$ cat config.mk
export PLATFORM = sky130hd
export DESIGN_NAME = mem_fetch_ctrl
export DESIGN_NICKNAME = d
export VERILOG_FILES = /design/src/rtl/mem_fetch_ctrl_pkg.sv /design/src/rtl/mem_fetch_pc.sv /design/src/rtl/mem_fetch_ctrl.sv
export SDC_FILE = /design/constraint.sdc
export NUM_CORES = 1
export LEC_CHECK = 0
export ABC_CLOCK_PERIOD_IN_PS = 4700
export CAP_MARGIN = 20
export CORE_ASPECT_RATIO = 0.6
export CORE_MARGIN = 2
export CORE_UTILIZATION = 25
export CTS_BUF_LIST = sky130_fd_sc_hd__clkbuf_8 sky130_fd_sc_hd__clkbuf_16
export DETAILED_ROUTE_END_ITERATION = 12
export PLACE_DENSITY_LB_ADDON = 0.2
export SLEW_MARGIN = 20
export SYNTH_ARGS = -nofsm -noshare
export SYNTH_HDL_FRONTEND = slang
export SYNTH_SLANG_ARGS = --single-unit
$ cat constraint.sdc
create_clock -name clk -period 4.7 [get_ports clk]
set_input_delay 0.94 -clock clk [delete_from_list [all_inputs] [get_ports clk]]
set_output_delay 0.94 -clock clk [all_outputs]
set_load 0.01 [all_outputs]
$ cat src/rtl/mem_fetch_ctrl_pkg.sv
// Shared constants, instruction field positions and FSM state encoding
// for the fetch/decode controller and its program counter.
package mem_fetch_ctrl_pkg;

  localparam int ADDR_W = 4;
  localparam int DATA_W = 8;

  localparam logic [2:0] OPC_REG = 3'b111;

  // Instruction word layout: [7] indirect, [6:4] opcode, [3:0] address field.
  localparam int IND_BIT = 7;
  localparam int OPC_MSB = 6;
  localparam int OPC_LSB = 4;
  localparam int ADR_MSB = 3;
  localparam int ADR_LSB = 0;

  typedef enum logic [3:0] {
    IDLE    = 4'd0,
    FETCH   = 4'd1,
    FETCH_W = 4'd2,
    IND     = 4'd3,
    IND_W   = 4'd4,
    OPND    = 4'd5,
    OPND_W  = 4'd6,
    STORE   = 4'd7,
    DONE    = 4'd8
  } state_e;

endpackage

$ cat src/rtl/mem_fetch_pc.sv
// Program counter: parallel load has priority over increment; wraps at 2**ADDR_W.
module mem_fetch_pc
  import mem_fetch_ctrl_pkg::*;
(
  input  logic              clk,
  input  logic              rst_n,
  input  logic              load_i,
  input  logic [ADDR_W-1:0] load_val_i,
  input  logic              inc_i,
  output logic [ADDR_W-1:0] pc_o
);

  logic [ADDR_W-1:0] pc_q;
  logic [ADDR_W-1:0] pc_d;

  always_comb begin
    pc_d = pc_q;
    if (load_i) begin
      pc_d = load_val_i;
    end else if (inc_i) begin
      pc_d = pc_q + ADDR_W'(1);
    end
  end

  always_ff @(posedge clk or negedge rst_n) begin
    if (!rst_n) begin
      pc_q <= '0;
    end else begin
      pc_q <= pc_d;
    end
  end

  assign pc_o = pc_q;

endmodule

$ cat src/rtl/mem_fetch_ctrl.sv
// Instruction fetch/decode controller with direct, indirect and register-reference
// addressing plus a single-cycle store; RAM has one cycle of read latency.
module mem_fetch_ctrl
  import mem_fetch_ctrl_pkg::*;
(
  input  logic              clk,
  input  logic              rst_n,
  input  logic              start,
  input  logic              pc_load,
  input  logic [ADDR_W-1:0] pc_in,
  input  logic              wr_req,
  input  logic [DATA_W-1:0] wr_data,
  input  logic [DATA_W-1:0] mem_rdata,
  output logic              mem_read,
  output logic              mem_write,
  output logic [ADDR_W-1:0] mem_addr,
  output logic [DATA_W-1:0] mem_wdata,
  output logic              busy,
  output logic              done,
  output logic [2:0]        opcode,
  output logic              indirect,
  output logic [ADDR_W-1:0] eff_addr,
  output logic [DATA_W-1:0] operand,
  output logic [ADDR_W-1:0] pc,
  output logic [3:0]        dbg_state
);

  state_e            state_q, state_d;
  logic [2:0]        opcode_q, opcode_d;
  logic              indirect_q, indirect_d;
  logic [ADDR_W-1:0] eff_addr_q, eff_addr_d;
  logic [DATA_W-1:0] operand_q, operand_d;
  logic              pc_load_en;
  logic              pc_inc;

  mem_fetch_pc u_pc (
    .clk        (clk),
    .rst_n      (rst_n),
    .load_i     (pc_load_en),
    .load_val_i (pc_in),
    .inc_i      (pc_inc),
    .pc_o       (pc)
  );

  // Strobes are decoded from state alone so an async reset drops them at once.
  always_comb begin
    state_d    = state_q;
    opcode_d   = opcode_q;
    indirect_d = indirect_q;
    eff_addr_d = eff_addr_q;
    operand_d  = operand_q;
    pc_load_en = 1'b0;
    pc_inc     = 1'b0;
    mem_read   = 1'b0;
    mem_write  = 1'b0;
    mem_addr   = '0;
    mem_wdata  = '0;
    busy       = 1'b1;
    done       = 1'b0;
    case (state_q)
      IDLE: begin
        busy = 1'b0;
        if (pc_load) begin
          pc_load_en = 1'b1;
        end else if (start) begin
          state_d = FETCH;
        end else if (wr_req) begin
          state_d = STORE;
        end
      end
      FETCH: begin
        mem_read = 1'b1;
        mem_addr = pc;
      end
      FETCH_W: begin
        // eff_addr doubles as the pointer address while an indirect fetch is pending.
        opcode_d   = mem_rdata[OPC_MSB:OPC_LSB];
        indirect_d = mem_rdata[IND_BIT];
        eff_addr_d = mem_rdata[ADR_MSB:ADR_LSB];
        pc_inc     = 1'b1;
        if (mem_rdata[OPC_MSB:OPC_LSB] == OPC_REG) begin
          operand_d = '0;
          state_d   = DONE;
        end else if (mem_rdata[IND_BIT]) begin
          state_d = IND;
        end else begin
          state_d = OPND;
        end
      end
      IND: begin
        mem_read = 1'b1;
        mem_addr = eff_addr_q;
      end
      IND_W: begin
        eff_addr_d = mem_rdata[ADR_MSB:ADR_LSB];
        state_d    = OPND;
      end
      OPND: begin
        mem_read = 1'b1;
        mem_addr = eff_addr_q;
      end
      OPND_W: begin
        operand_d = mem_rdata;
        state_d   = DONE;
      end
      STORE: begin
        mem_write = 1'b1;
        mem_addr  = eff_addr_q;
        mem_wdata = wr_data;
        state_d   = DONE;
      end
      DONE: begin
        done    = 1'b1;
        state_d = IDLE;
      end
      default: state_d = IDLE;
    endcase
    // Each request state hands over to its own wait state.
    if (state_q == FETCH) state_d = FETCH_W;
    if (state_q == IND)   state_d = IND_W;
    if (state_q == OPND)  state_d = OPND_W;
  end

  always_ff @(posedge clk or negedge rst_n) begin
    if (!rst_n) begin
      state_q    <= IDLE;
      opcode_q   <= '0;
      indirect_q <= 1'b0;
      eff_addr_q <= '0;
      operand_q  <= '0;
    end else begin
      state_q    <= state_d;
      opcode_q   <= opcode_d;
      indirect_q <= indirect_d;
      eff_addr_q <= eff_addr_d;
      operand_q  <= operand_d;
    end
  end

  assign opcode    = opcode_q;
  assign indirect  = indirect_q;
  assign eff_addr  = eff_addr_q;
  assign operand   = operand_q;
  assign dbg_state = state_q;

endmodule
# Word level (Yosys, flattened, before mapping)
# Cells that the tools add are included.
[classes] addsub=1 n_eq_ne=12 mux=22 reduce_logical=9
[ops] operator="$mux W4" n=9
[ops] operator="$eq A4 B3 Y1 const B" n=4
[ops] operator="$mux W8" n=2
[ops] operator="$pmux W4 S4" n=1
[ops] operator="$pmux W8 S2" n=1
[ops] operator="$eq A4 B2 Y1 const B" n=2
[ops] operator="$pmux W4 S2" n=1
[ops] operator="$mux W1" n=7
[ops] operator="$ne A6 B6 Y1 const B" n=1
[ops] operator="$reduce_or A3 Y1" n=2
[ops] operator="$ne A5 B5 Y1 const B" n=1
[ops] operator="$add A4 B1 Y4 const B" n=1
[ops] operator="$eq A4 B1 Y1 const B" n=1
[ops] operator="$eq A4 B4 Y1 const B" n=1
[ops] operator="$logic_not A4 Y1" n=1
[ops] operator="$reduce_and A2 Y1" n=2
[ops] operator="$reduce_bool A2 Y1" n=2
[ops] operator="$reduce_or A2 Y1" n=2
[ops] operator="$eq A3 B3 Y1 const B" n=1
[ops] operator="$mux W3" n=1
[ops] operator="$ne A2 B2 Y1 const B" n=1
[word_totals] register_bits=24 in_bits=25 word_cells=50

# Depth between registers and ports, before layout
[logic_depth] word_depth=7 ltp_mapped=6 ltp_nobuf=5

# Hierarchy
# From an unflattened synthesis, not the netlist that was laid out.
[hier_totals] cells_unflattened=111 area_unflattened_um2=1238.7
[modules_own_cells] module="mem_fetch_ctrl" instances=1 cells_per_inst=93 area_per_inst_um2=1036.0 seq_area_each_um2=500.5
[modules_own_cells] module="mem_fetch_pc" instances=1 cells_per_inst=18 area_per_inst_um2=202.7 seq_area_each_um2=100.1

# Worst setup path after synthesis
# Ideal clock, no wire load.
[synth_timing] path_kind="register to output" start="reg state_q[3] (netlist: dbg_state[3])" end="out mem_wdata[0]" arrival_ns=1.399 required_time_ns=3.760 setup_slack_ns=2.361 path_stages_with_launch=5 path_cell_list="dfrtp_1 > buf_2 > nand3b_1 > nor2_1 > and2_1"
[synth_via] elab_chain_len=2
[synth_lines] element="start: declaration" line_no="mem_fetch_ctrl.sv:28" rtl="state_e state_q, state_d;"
[synth_lines] element="start signal: assignment" line_no="mem_fetch_ctrl.sv:132" rtl="state_q <= state_d;"
[synth_lines] element="$eq A4 B3 Y1" line_no="mem_fetch_ctrl.sv:60" rtl="case (state_q)"
[synth_lines] element="$mux W8" line_no="mem_fetch_ctrl.sv:60"
[synth_lines] element="end: declaration" line_no="mem_fetch_ctrl.sv:17" rtl="output logic [DATA_W-1:0] mem_wdata,"
# Every way passes these cells.

# Worst setup path after layout
[layout_timing] start="reg state_q[2] (netlist: dbg_state[2])" end="out mem_wdata[1]"
# The elaborated chain is that of the path after synthesis.

==> metrics.csv <==
metric;value;unit
fin crit share;0.695;
Setup Fix Bufs, Post-CTS;0;
critical path type;reg2out;
GRT overflow;0;
Final Hold Fails;0;
Worst path max stage delay;0.69;ns
switch share;0.400;
vias per std cell;4.75;
CTS Root Cell;clkbuf_8;
Clk pwr share;0.095;
Slew Limit Fails;0;
I/O Pins;65;
Num CTS Buffers;3;
crit-path max FO;16;
largest family of logic cells by synthesized area;simple AND/OR/NAND/NOR gates;
die footprint;5650;um2
worst vdd ir;0.258;mV
slew margin rel.;0.640;
synthesized area;1260;um2
DR WL/cell;14.8;um
wire length of the first global-routing pass;6140;um
worst clock skew;0.00219;ns
area grow syn2layout;56.1;%
number of max-cap violations;0;
Final GP Congestion;0.742;
Setup crit end kind;output port;
sequential element share of the synthesized area;0.476;
Synth Warn #;0;
total global routing track utilization;0.142;
Setup TNS;0;ns
syn avg cell area;9.94;um2
Initial Utilization;0.268;
leakage;0.813;nW
num rows;19;
crit path DAT;2.33;ns
number of port buffers;64;
share of layout cells above drive strength 1;0.0481;
worst min path class;reg2reg;
Slew @ Worst Pin;0.540;ns
Logic pwr share;0.550;
CP Cell Sequence;nand3b_1 > nor2_1 > and2_1 > clkdlybuf4s50_1;
Flop pwr share;0.355;
xor/xnor share of the synthesized area;0.0139;
CTS resizes;0;
post-placement setup slack;1.70;ns
Max H-tree Level;1;
required time of the critical path;3.76;ns
Setup crit start kind;flip-flop;
DP HPWL;2870;um
cell internal pwr;0.760;mW
initial antenna violation count;0;
family with the most delay on the worst path;simple AND/OR/NAND/NOR gates;
Detailed Route WL;3710;um
CTS Hold Bufs;0;
Adder-Cell Fraction of Synth Area;0.00991;
Max Fclk;0.306;GHz
# diodes;0;
Core Footprint;4710;um2
Worst-path clk slew;0.08;ns
vias in the first global route;1183;
die width;95.7;um
endpoints failing setup;0;
post-synthesis mux area share;0.0436;
Iter 0 DRT Violations;83;
most common cell after layout, fill and taps aside;clkdlybuf4s50_1;
syn_nets;153;
#FFs+latches synth;24;
Final ANT Viol Nets;0;
Max Root-Sink Buffers;2;
PwrDens;643;nW/um2
largest net degree at the start of global routing;25;
Syn Inst Count;127;
synth unique cells;39;
filler instances;470;
Psw;0.507;mW
status;finished, final reports clean;
CTS tree;done;
most frequent cells in the layout;clkdlybuf4s50_1 (63), dfrtp_1 (24), nand2_1 (20);
Synth Area in Compound Gates;0.169;
RSZ-0062 raised after global routing;no;
worst path bufs/invs;1;
Simple-Gate Fraction of Synth Area;0.241;
CP max-delay cell;dfrtp_1;
worst skew pair latency;0.26;ns
CTS Sinks;24;
drc violations;0;
chip height;59.0;um
fin nets;215;
TritonRoute pass-1 iters;4;
vias after detailed routing;1188;
Min Clock Period, post-route;3.27;ns
final setup margin;1.43;ns
## Yosys cell counts
cell | n | share of area
a221oi_1 | 1 | 0.0069
a211o_1 | 1 | 0.0069
inv_1 | 3 | 0.0089
nor2_2 | 1 | 0.0050
clkbuf_1 | 2 | 0.0059
nor4_1 | 1 | 0.0050
dfrtp_1 | 24 | 0.48
o21ai_1 | 1 | 0.0040
mux2i_1 | 1 | 0.0079
xor2_1 | 1 | 0.0069
buf_6 | 2 | 0.018
nor2b_1 | 1 | 0.0050
a22oi_1 | 2 | 0.012
ha_1 | 1 | 0.0099
a32oi_1 | 1 | 0.0069
nor4b_4 | 1 | 0.019
nor2_4 | 2 | 0.018
xnor2_1 | 1 | 0.0069
and2_1 | 9 | 0.045
or4b_1 | 1 | 0.0079
a22o_1 | 8 | 0.056
o211ai_1 | 1 | 0.0059
o21bai_1 | 1 | 0.0059
buf_2 | 2 | 0.0079
nand2_1 | 20 | 0.059
nand4_1 | 1 | 0.0050
nor4_2 | 1 | 0.0099
nand2b_1 | 2 | 0.0099
or3_1 | 1 | 0.0050
nor3b_1 | 1 | 0.0059
buf_4 | 1 | 0.0059
a21o_1 | 1 | 0.0059
mux2_1 | 4 | 0.036
and3_1 | 1 | 0.0050
nor2_1 | 5 | 0.015
nand3_1 | 4 | 0.016
a21oi_1 | 9 | 0.036
o21ai_0 | 6 | 0.024
nand3b_1 | 1 | 0.0059
## cell type report
| class | count | area [um2] | area share |
|---|---|---|---|
| clock buffers | 3 | 41.3 | 0.0210 |
| well taps | 63 | 78.8 | 0.0400 |
| repair buffers | 64 | 636 | 0.323 |
| flip-flops and latches | 24 | 601 | 0.305 |
| multi-input cells | 93 | 603 | 0.306 |
| inverters | 3 | 11.3 | 0.00571 |
## through the flow
| step | hold slack, ns | instances | utilization | total power [mW] | area [um2] |
|---|---|---|---|---|---|
| 2_1_floorplan | 0.508 | 127 | - | 0.798 | 1260 |
| 3_3_place_gp | 0.465 | 247 | 0.411 | 1.14 | 1930 |
| 3_5_place_dp | 0.469 | 247 | 0.411 | 1.15 | 1930 |
| 4_1_cts | 0.498 | 250 | 0.420 | 1.28 | 1980 |
| 5_1_grt | 0.535 | 250 | 0.419 | 1.37 | 1970 |
| 6_report | 0.501 | 250 | 0.419 | 1.27 | 1970 |
## logic make-up after synthesis
group / count (synthesis)
adders and majority gates: 1
DFF: 24
buffers and inverters: 10
and+or+nand+nor: 53
xor gates and xnor gates: 2
AOI/OAI and AO/OA: 32
muxes: 5
## power by group through the flow
stage	Sequential (mW)	Clock (mW)	Combinational (mW)
6_report	0.450	0.120	0.697
2_1_floorplan	0.421	0	0.377
4_1_cts	0.451	0.122	0.707
3_3_place_gp	0.446	0	0.693
5_1_grt	0.470	0.134	0.768
3_5_place_dp	0.450	0	0.703
## worst paths after layout
| check | slack, ns | cells past startpoint | from | end |
|---|---|---|---|---|
| min in group asynchronous | 0.65 | 1 | rst_n | operand[3] |
| max | 1.43 | 4 | dbg_state[2] | mem_wdata[1] |
| max in group asynchronous | 3.69 | 1 | rst_n | u_pc.pc_o[3] |
| min reg2reg | 0.50 | 2 | opcode[0] | opcode[0] |
| max reg2reg | 2.72 | 4 | dbg_state[1] | operand[4] |
| min | 0.50 | 2 | opcode[0] | opcode[0] |
## flip-flops by register name, indices dropped and copies added, names as in the netlist
register,flops
indirect,1
eff_addr,4
dbg_state,4
u_pc.pc_o,4
operand,8
opcode,3
## per-layer routing
metal / up-vias / part of all wire / global-route usage
li1: 567 / - / -
met1: 578 / 0.50 / 0.219
met2: 41 / 0.44 / 0.202
met3: 2 / 0.056 / 0.0407
met4: 0 / 0.0030 / 0.0184
met5: - / 0 / 0
## worst register-to-register path: stages, from the launching register on
cell and delay (ns):
dfrtp_1 0.68, or4b_1 0.70, nor2_4 0.17, nor2_2 0.10
a22o_1 0.22
No activity file was read; power rests on OpenSTA's default activity.
